**src/rtl/mem_port_arbiter.sv**
```systemverilog
// Shares one memory port between instruction fetch and data access; data has priority.
// Define ARB_STARVE_GUARD_EN to let a waiting fetch win after STARVE_LIMIT back-to-back data grants.
module mem_port_arbiter #(
   parameter int ADDR_W       = 16,
   parameter int DATA_W       = 16,
   parameter int STARVE_LIMIT = 4
) (
   input  logic              clock,
   input  logic              reset_n,
   input  logic              ifReq,
   input  logic [ADDR_W-1:0] ifAddr,
   output logic              ifDone,
   output logic [DATA_W-1:0] ifRdata,
   input  logic              dReq,
   input  logic              dWe,
   input  logic [ADDR_W-1:0] dAddr,
   input  logic [DATA_W-1:0] dWdata,
   output logic              dDone,
   output logic [DATA_W-1:0] dRdata,
   output logic              memEn,
   output logic              memWe,
   output logic [ADDR_W-1:0] memAddr,
   output logic [DATA_W-1:0] memWdata,
   input  logic [DATA_W-1:0] memRdata,
   input  logic              memReady,
   output logic              busy
);

   typedef enum logic [1:0] {IDLE, ACC_IF, ACC_D, DONE} state_t;

   state_t              state_q, state_d;
   logic                mem_en_q, mem_en_d;
   logic                mem_we_q, mem_we_d;
   logic [ADDR_W-1:0]   mem_addr_q, mem_addr_d;
   logic [DATA_W-1:0]   mem_wdata_q, mem_wdata_d;
   logic [DATA_W-1:0]   if_rdata_q, if_rdata_d;
   logic [DATA_W-1:0]   d_rdata_q, d_rdata_d;
   logic                if_done_q, if_done_d;
   logic                d_done_q, d_done_d;
   logic                fetch_turn;

`ifdef ARB_STARVE_GUARD_EN
   logic [3:0] starve_cnt_q, starve_cnt_d;

   assign fetch_turn = (starve_cnt_q == 4'(STARVE_LIMIT)) && ifReq && dReq;

   // Counts data grants that overtook a waiting fetch; any IDLE without a fetch pending forgets history.
   always_comb begin
      starve_cnt_d = starve_cnt_q;
      if (state_q == IDLE) begin
         if (!ifReq)
            starve_cnt_d = 4'd0;
         else if (dReq && !fetch_turn)
            starve_cnt_d = starve_cnt_q + 4'd1;
         else
            starve_cnt_d = 4'd0;
      end
   end

   always_ff @(posedge clock or negedge reset_n) begin
      if (!reset_n)
         starve_cnt_q <= 4'd0;
      else
         starve_cnt_q <= starve_cnt_d;
   end
`else
   // Strict data priority: STARVE_LIMIT has no effect in this build.
   assign fetch_turn = 1'b0 & (STARVE_LIMIT == 0);
`endif

   always_comb begin
      state_d     = state_q;
      mem_en_d    = 1'b0;
      mem_we_d    = 1'b0;
      mem_addr_d  = mem_addr_q;
      mem_wdata_d = mem_wdata_q;
      if_rdata_d  = if_rdata_q;
      d_rdata_d   = d_rdata_q;
      if_done_d   = 1'b0;
      d_done_d    = 1'b0;
      case (state_q)
         IDLE: begin
            if (dReq && !fetch_turn) begin
               state_d     = ACC_D;
               mem_en_d    = 1'b1;
               mem_we_d    = dWe;
               mem_addr_d  = dAddr;
               mem_wdata_d = dWdata;
            end else if (ifReq) begin
               state_d    = ACC_IF;
               mem_en_d   = 1'b1;
               mem_addr_d = ifAddr;
            end
         end
         ACC_IF: begin
            if (memReady) begin
               state_d    = DONE;
               if_rdata_d = memRdata;
               if_done_d  = 1'b1;
            end else begin
               mem_en_d = 1'b1;
            end
         end
         ACC_D: begin
            // mem_we_q still holds the granted dWe here; it only clears on entry to DONE.
            if (memReady) begin
               state_d  = DONE;
               d_done_d = 1'b1;
               if (!mem_we_q)
                  d_rdata_d = memRdata;
            end else begin
               mem_en_d = 1'b1;
               mem_we_d = mem_we_q;
            end
         end
         DONE:    state_d = IDLE;
         default: state_d = IDLE;
      endcase
   end

   always_ff @(posedge clock or negedge reset_n) begin
      if (!reset_n) begin
         state_q     <= IDLE;
         mem_en_q    <= 1'b0;
         mem_we_q    <= 1'b0;
         mem_addr_q  <= '0;
         mem_wdata_q <= '0;
         if_rdata_q  <= '0;
         d_rdata_q   <= '0;
         if_done_q   <= 1'b0;
         d_done_q    <= 1'b0;
      end else begin
         state_q     <= state_d;
         mem_en_q    <= mem_en_d;
         mem_we_q    <= mem_we_d;
         mem_addr_q  <= mem_addr_d;
         mem_wdata_q <= mem_wdata_d;
         if_rdata_q  <= if_rdata_d;
         d_rdata_q   <= d_rdata_d;
         if_done_q   <= if_done_d;
         d_done_q    <= d_done_d;
      end
   end

   assign memEn    = mem_en_q;
   assign memWe    = mem_we_q;
   assign memAddr  = mem_addr_q;
   assign memWdata = mem_wdata_q;
   assign ifRdata  = if_rdata_q;
   assign dRdata   = d_rdata_q;
   assign ifDone   = if_done_q;
   assign dDone    = d_done_q;
   assign busy     = (state_q != IDLE);

endmodule
```
**config.mk**
```make
export PLATFORM = sky130hd
export DESIGN_NAME = mem_port_arbiter
export DESIGN_NICKNAME = d
export VERILOG_FILES = /design/src/rtl/mem_port_arbiter.sv
export SDC_FILE = /design/constraint.sdc
export NUM_CORES = 1
export LEC_CHECK = 0
export ABC_AREA = 1
export CORE_MARGIN = 2
export CORE_UTILIZATION = 37
export DETAILED_ROUTE_END_ITERATION = 7
export GPL_ROUTABILITY_DRIVEN = 1
export PLACE_DENSITY = 0.76
export REMOVE_ABC_BUFFERS = 1
export SYNTH_ARGS = -nofsm -noshare
export SYNTH_HDL_FRONTEND = slang
export SYNTH_SLANG_ARGS = --single-unit
```
**constraint.sdc**
```tcl
create_clock -name clock -period 1.35 [get_ports clock]
set_clock_uncertainty 0.05 [all_clocks]
set_input_delay 0.27 -clock clock [delete_from_list [all_inputs] [get_ports clock]]
set_output_delay 0.27 -clock clock [all_outputs]
set_load 0.03 [all_outputs]
```
==> flow_summary.json, run 1 <==
{
  "tritoncts": "yes",
  "power_leakage_nw": 2.55,
  "timing.max_slew.rel_slack_pct": 67.4,
  "timing.setup.tns_ps": -862,
  "cts_root_buf": "clkbuf_8",
  "layout.nets": 585,
  "grt_setup_unrepaired": "true",
  "place_inst": 591,
  "synth.yosys.seq_area_share_pct": 59.1,
  "post_synth_xor_area_fraction_pct": 0,
  "number_of_global_route_vias_before_repair": 2666,
  "worst-setup-path-type": "register to register",
  "final_common_cell": "nand2_1",
  "die_y_um": 93.5,
  "antenna_left": 0,
  "synth_mux_area_share_pct": 0,
  "synth_top_family_by_area": "simple AND/OR/NAND/NOR gates",
  "crit_start": "state_q[1]",
  "synthesis.instances": 350,
  "timing.final.max_slew_violations": 0,
  "leading_cell_types_in_the_layout_fill_and_taps_excluded": "nand2_1 (175), dfrtp_1 (70), clkdlybuf4s50_1 (68)",
  "basic_gate_share_of_the_synthesized_area_counting_and_or_nand_and_nor_cells_pct": 26.2,
  "first_pass_grt_wire_length_um": 12500,
  "timing_hold_violations_final": 0,
  "iteration_count_of_the_initial_detailed_routing_pass": 4,
  "port_buffers": 138,
  "grt_antenna_before_repair": 0,
  "num_antenna_cells": 0,
  "synth-adder-area-share_pct": 2.11,
  "grt_use_total_pct": 18.6,
  "critical_path_depth": 8,
  "timing.rr.end": "dRdata[11]",
  "critical-path-slowest-cell": "dfrtp_1",
  "worstHoldStart": "memWdata[9]",
  "numCtsBuffers": 9,
  "avgRoutedWirePerCell_um": 14.2,
  "chipWidth_um": 93.5,
  "yosysUniqueCellTypes": 16,
  "clk_latency_ps": 330,
  "cts.sinks": 70,
  "cts_max_level": 3,
  "buffers_from_clock_root_to_sink_at_most": 2,
  "regToRegStartpoint": "state_q[1]",
  "critPathMaxStageDelay_ps": 380,
  "routed-via-count": 2878,
  "failing_checks": "negative setup slack",
  "pin_count": 139,
  "crit_path_frequent_cell": "nand2_1",
  "max-vdd-ir-drop_mv": 1.08,
  "cp_data_arrival_time_ps": 1610,
  "critPathCaptureType": "register",
  "synth-seq-cells": 70,
  "gp_routability_congestion": 0.741,
  "overflow": 0,
  "totalPowerFinal_mw": 11.3,
  "worstSetupEndpoint": "dRdata[11]",
  "synth_largest_type_area_fraction_pct": 59.1,
  "initial_utilization_pct": 38.4,
  "status": "complete, but fails checks",
  "cap_viol_max_count": 0,
  "clkSlewWorstSetupHoldPaths_ps": 70,
  "finish.cell_count_without_fillers": 617,
  "worst-slew-pin-transition_ps": 489,
  "layout_min_cycle_time_ps": 1450,
  "reg2reg_setup_slack_ps": -100,
  "die_area_mm2": 0.00874,
  "holdCritPathClass": "register to register",
  "cp_top_family": "buffers and inverters",
  "synthesis.area_per_instance_um2": 8.47,
  "core_region_area_mm2": 0.00773,
  "p_per_area_mw_per_mm2": 2380,
  "crit_chain": "buf_4 -> ha_1 -> nand2_1 -> inv_2 -> nand2_8 -> clkbuf_16 -> nand2_1 -> o21ai_0",
  "synthToLayoutAreaGrowth_pct": 60.3,
  "dp.final_hpwl_um": 5900,
  "drc": 0,
  "std_cell_rows": 32,
  "final_core_utilization_pct": 61.5,
  "worstPathMaxFanout": 8,
  "synthesis.yosys.warnings": 0,
  "detailedPlace.worstSlack_ps": -229,
  "synth_compound_area_share_pct": 6.12,
  "finalWorstSetupSlack_ps": -96.4,
  "maxClockFrequency_mhz": 691,
  "routed_via_density": 4.66,
  "postRouteWirelength_um": 8730,
  "path_buf_inv": 3,
  "drive_above_1_share_pct": 24.1,
  "post_synth_main_area_contributors": "dfrtp_1 (59%), nand2_1 (22%), o21ai_0 (5.4%)",
  "pin_count_of_the_biggest_net_entering_global_routing": 41,
  "timing.reg2reg.worst_path_depth": 8,
  "start_kind": "register",
  "report.final.setup_viol": 19,
  "timing.critical_path.required_ps": 1510,
  "post_synth_instance_area_mm2": 0.00296,
  "layout_worst_path_cycle_share_pct": 107,
  "synth.largest_area_cell": "dfrtp_1",
  "drt_first_iter_violations": 87
}
through the flow:
step / hold WS [ps] / area (um^2)
finish: 422 / 4750
global route: 439 / 4750
CTS: 426 / 4800
detailed placement: 266 / 4500
global placement: 254 / 4500
floorplan: -75.6 / 2870
cell usage after synthesis, drive strengths merged:
master,count
nand2,178
dfrtp,70
o21ai,33
inv,26
nand3,19
buf,12
ha,5
clkbuf,4
a21oi,1
nand4,1
nor2,1
final cells by class:
class / instances / area, um^2
Timing Repair Buffer: 165 / 1530
Clock inverter: 4 / 22.5
Tap cell: 102 / 128
Clock buffer: 12 / 145
Inverter: 26 / 100
Sequential cell: 70 / 1750
Multi-Input combinational cell: 238 / 1080
Fill cell: 668 / 2980
registers in the layout, indices dropped and copies added, names as in the netlist:
| register | count |
|---|---|
| memWdata | 16 |
| memAddr | 16 |
| ifRdata | 16 |
| state_q | 2 |
| memWe | 1 |
| dDone | 1 |
| dRdata | 16 |
| memEn | 1 |
| ifDone | 1 |
where the power goes:
| group | leakage [nW] | internal (mW) | switching, mW |
|---|---|---|---|
| combinational | 1.59 | 2.37 | 3.86 |
| sequential | 0.877 | 3.06 | 0.582 |
| clock | 0.0861 | 0.709 | 0.746 |
| total | 2.55 | 6.13 | 5.19 |
worst reg2reg max path: stages, from the launching register on:
cell and delay (ps):
dfrtp_1 380, buf_4 140, ha_1 160, nand2_1 70, inv_2 110, nand2_8 90
clkbuf_16 180, nand2_1 60, o21ai_0 90
worst min-delay path by stage:
stage	slack [ps]	to	depth (start not counted)
after floorplan	-80	dDone	0
after global placement	250	dRdata[5]	2
after detailed placement	270	dRdata[5]	2
after CTS	430	memWdata[1]	3
after global routing	440	memWdata[1]	3
final	420	memWdata[9]	2
what timing repair did:
action | in CTS | in global routing
pin swaps | 1 | 3
resized for setup | 132 | 84
endpoints found under the setup margin | 84 | 94
hold buffers | 1 | 0
cloned | 1 | 4
hold endpoints to repair | 70 | 0
setup buffers | 2 | 2
per-layer routing:
layer  share of wire [%]  global-route usage (%)
met5                   0                       0
met1                  42                    23.9
met3                 9.7                    5.96
met2                  47                    29.9
met4                 1.2                    5.88
kinds of logic (layout without fill, tap and decap cells):
family	after synthesis	in the layout
AOI/OAI and AO/OA	34	34
buffers and inverters	42	207
and+or+nand+nor	199	199
DFF	70	70
adders and majority gates	5	5
Power figures use the tool's default switching activity.
==> inputs of run 2 (changes only) <==
CELL_PAD_IN_SITES_DETAIL_PLACEMENT = 1   (was unset)
CELL_PAD_IN_SITES_GLOBAL_PLACEMENT = 1   (was unset)
CORE_ASPECT_RATIO = 1.4   (was unset)
CORE_UTILIZATION = 29   (was 37)
PLACE_DENSITY = unset   (was 0.76)
PLACE_DENSITY_LB_ADDON = 0.1   (was unset)
clock period = 1.6 ns   (was 1.35 ns; I/O delays follow)
==> run 2 against run 1 <==
Effect of this change: first-iteration DRC count decreased by 40%; non-clock buffer count decreased by 6; worst hold slack lost 53 ps; utilization is 12 points lower; sequential share of layout area fell by 1.0 points; power shrank 12%; combinational power fell by 23%; register-to-register slack better by 220 ps; global-route usage fell by 1.6 points; the run now ends clean; die area is 26% higher; wire length increased by 0.97%; largest cell class unchanged; clock-buffer cell count unchanged.
==> flow_summary.json, run 2 (synthesis results as in run 1) <==
{
  "final_common_cell": "nand2_1",
  "worstSetupEndpoint": "busy",
  "dp.final_hpwl_um": 6760,
  "holdCritPathClass": "input port to async pin",
  "timing_hold_violations_final": 0,
  "synthToLayoutAreaGrowth_pct": 64.8,
  "critPathCaptureType": "output pin",
  "status": "finished, final reports clean",
  "antenna_left": 0,
  "drc": 0,
  "grt_setup_unrepaired": "true",
  "drive_above_1_share_pct": 8.64,
  "worst-setup-path-type": "register to output pin",
  "power_leakage_nw": 2.64,
  "worst-slew-pin-transition_ps": 341,
  "std_cell_rows": 43,
  "layout_min_cycle_time_ps": 1590,
  "grt_antenna_before_repair": 0,
  "worstPathMaxFanout": 6,
  "maxClockFrequency_mhz": 628,
  "regToRegStartpoint": "state_q[0]",
  "reg2reg_setup_slack_ps": 120,
  "final_core_utilization_pct": 49.1,
  "cts_root_buf": "clkbuf_16",
  "timing.rr.end": "dRdata[12]",
  "routed-via-count": 2818,
  "cp_data_arrival_time_ps": 1220,
  "cp_top_family": "flip-flops",
  "critical_path_depth": 4,
  "layout_worst_path_cycle_share_pct": 99.5,
  "timing.setup.tns_ps": 0,
  "max-vdd-ir-drop_mv": 0.910,
  "gp_routability_congestion": 0.724,
  "critPathMaxStageDelay_ps": 420,
  "pin_count": 139,
  "numCtsBuffers": 9,
  "pin_count_of_the_biggest_net_entering_global_routing": 34,
  "cts.sinks": 70,
  "layout.nets": 579,
  "buffers_from_clock_root_to_sink_at_most": 2,
  "cap_viol_max_count": 0,
  "critical-path-slowest-cell": "dfrtp_1",
  "grt_use_total_pct": 17.0,
  "timing.final.max_slew_violations": 0,
  "drt_first_iter_violations": 52,
  "port_buffers": 138,
  "iteration_count_of_the_initial_detailed_routing_pass": 3,
  "core_region_area_mm2": 0.00995,
  "clkSlewWorstSetupHoldPaths_ps": 60,
  "tritoncts": "yes",
  "cts_max_level": 3,
  "timing.critical_path.required_ps": 1230,
  "initial_utilization_pct": 29.8,
  "avgRoutedWirePerCell_um": 13.7,
  "first_pass_grt_wire_length_um": 14400,
  "number_of_global_route_vias_before_repair": 2985,
  "postRouteWirelength_um": 8820,
  "die_y_um": 124,
  "crit_chain": "inv_2 -> ha_4 -> inv_4 -> buf_12",
  "timing.max_slew.rel_slack_pct": 77.4,
  "p_per_area_mw_per_mm2": 2030,
  "chipWidth_um": 89.4,
  "num_antenna_cells": 0,
  "crit_start": "state_q[0]",
  "die_area_mm2": 0.0111,
  "clk_latency_ps": 320,
  "start_kind": "register",
  "leading_cell_types_in_the_layout_fill_and_taps_excluded": "nand2_1 (177), dfrtp_1 (70), clkdlybuf4s50_1 (68), dlygate4sd2_1 (68), o21ai_0 (31)",
  "timing.reg2reg.worst_path_depth": 7,
  "overflow": 0,
  "path_buf_inv": 3,
  "report.final.setup_viol": 0,
  "routed_via_density": 4.38
}
run 2: worst min path at each step:
stage | start | to | slack, ps | cells past startpoint
5_1_grt | reset_n | ifRdata[6] | 400 | 2
6_report | reset_n | ifRdata[6] | 370 | 2
4_1_cts | reset_n | ifRdata[6] | 370 | 2
3_5_place_dp | reset_n | ifRdata[6] | 170 | 1
3_3_place_gp | reset_n | ifRdata[6] | 170 | 1
2_1_floorplan | reset_n | dDone | -30 | 0
run 2: routing by layer:
layer	wire length (um)	vias up	track usage (%)
met4	93	0	5.60
met3	413	7	3.64
met5	0	-	0
li1	-	1382	-
met2	4770	84	30.4
met1	3540	1345	19.8
run 2: area by class of cell:
cell class / count / area, um^2
Multi-Input combinational cell: 238 / 1030
Fill cell: 1184 / 5070
Inverter: 26 / 103
Timing Repair Buffer: 159 / 1510
Sequential cell: 70 / 1750
Tap cell: 135 / 169
Clock buffer: 12 / 246
Clock inverter: 4 / 70.1
run 2: report_power, final:
group / internal, mW / switching [mW]
clock: 1.40 / 0.698
combinational: 1.67 / 3.11
sequential: 2.59 / 0.453
run 2: through the flow:
stage	cells	area, um^2	hold WS [ps]	setup WS [ps]	power (mW)
after floorplan	334	2870	-25.6	25.9	5.79
after global placement	624	4600	173	-18.0	8.21
after detailed placement	624	4600	172	-62.3	8.36
after CTS	641	4860	373	-103	10.0
after global routing	644	4890	398	-56.0	10.6
final	644	4890	369	8.68	9.92
run 2: timing repair:
action                     in CTS  in global routing
hold buffers                    1                  0
setup endpoints to repair      69                 19
resized for setup              71                  6
hold endpoints to repair       17                  0
pin swaps                       0                  1
setup buffers                   0                  3
run 2: worst register-to-register path, stage by stage (launching register included):
cell and delay [ps]:
dfrtp_1 420, inv_2 110, ha_1 200, nand2_1 60
inv_1 70, nand2_1 80, buf_12 170, o21ai_0 220
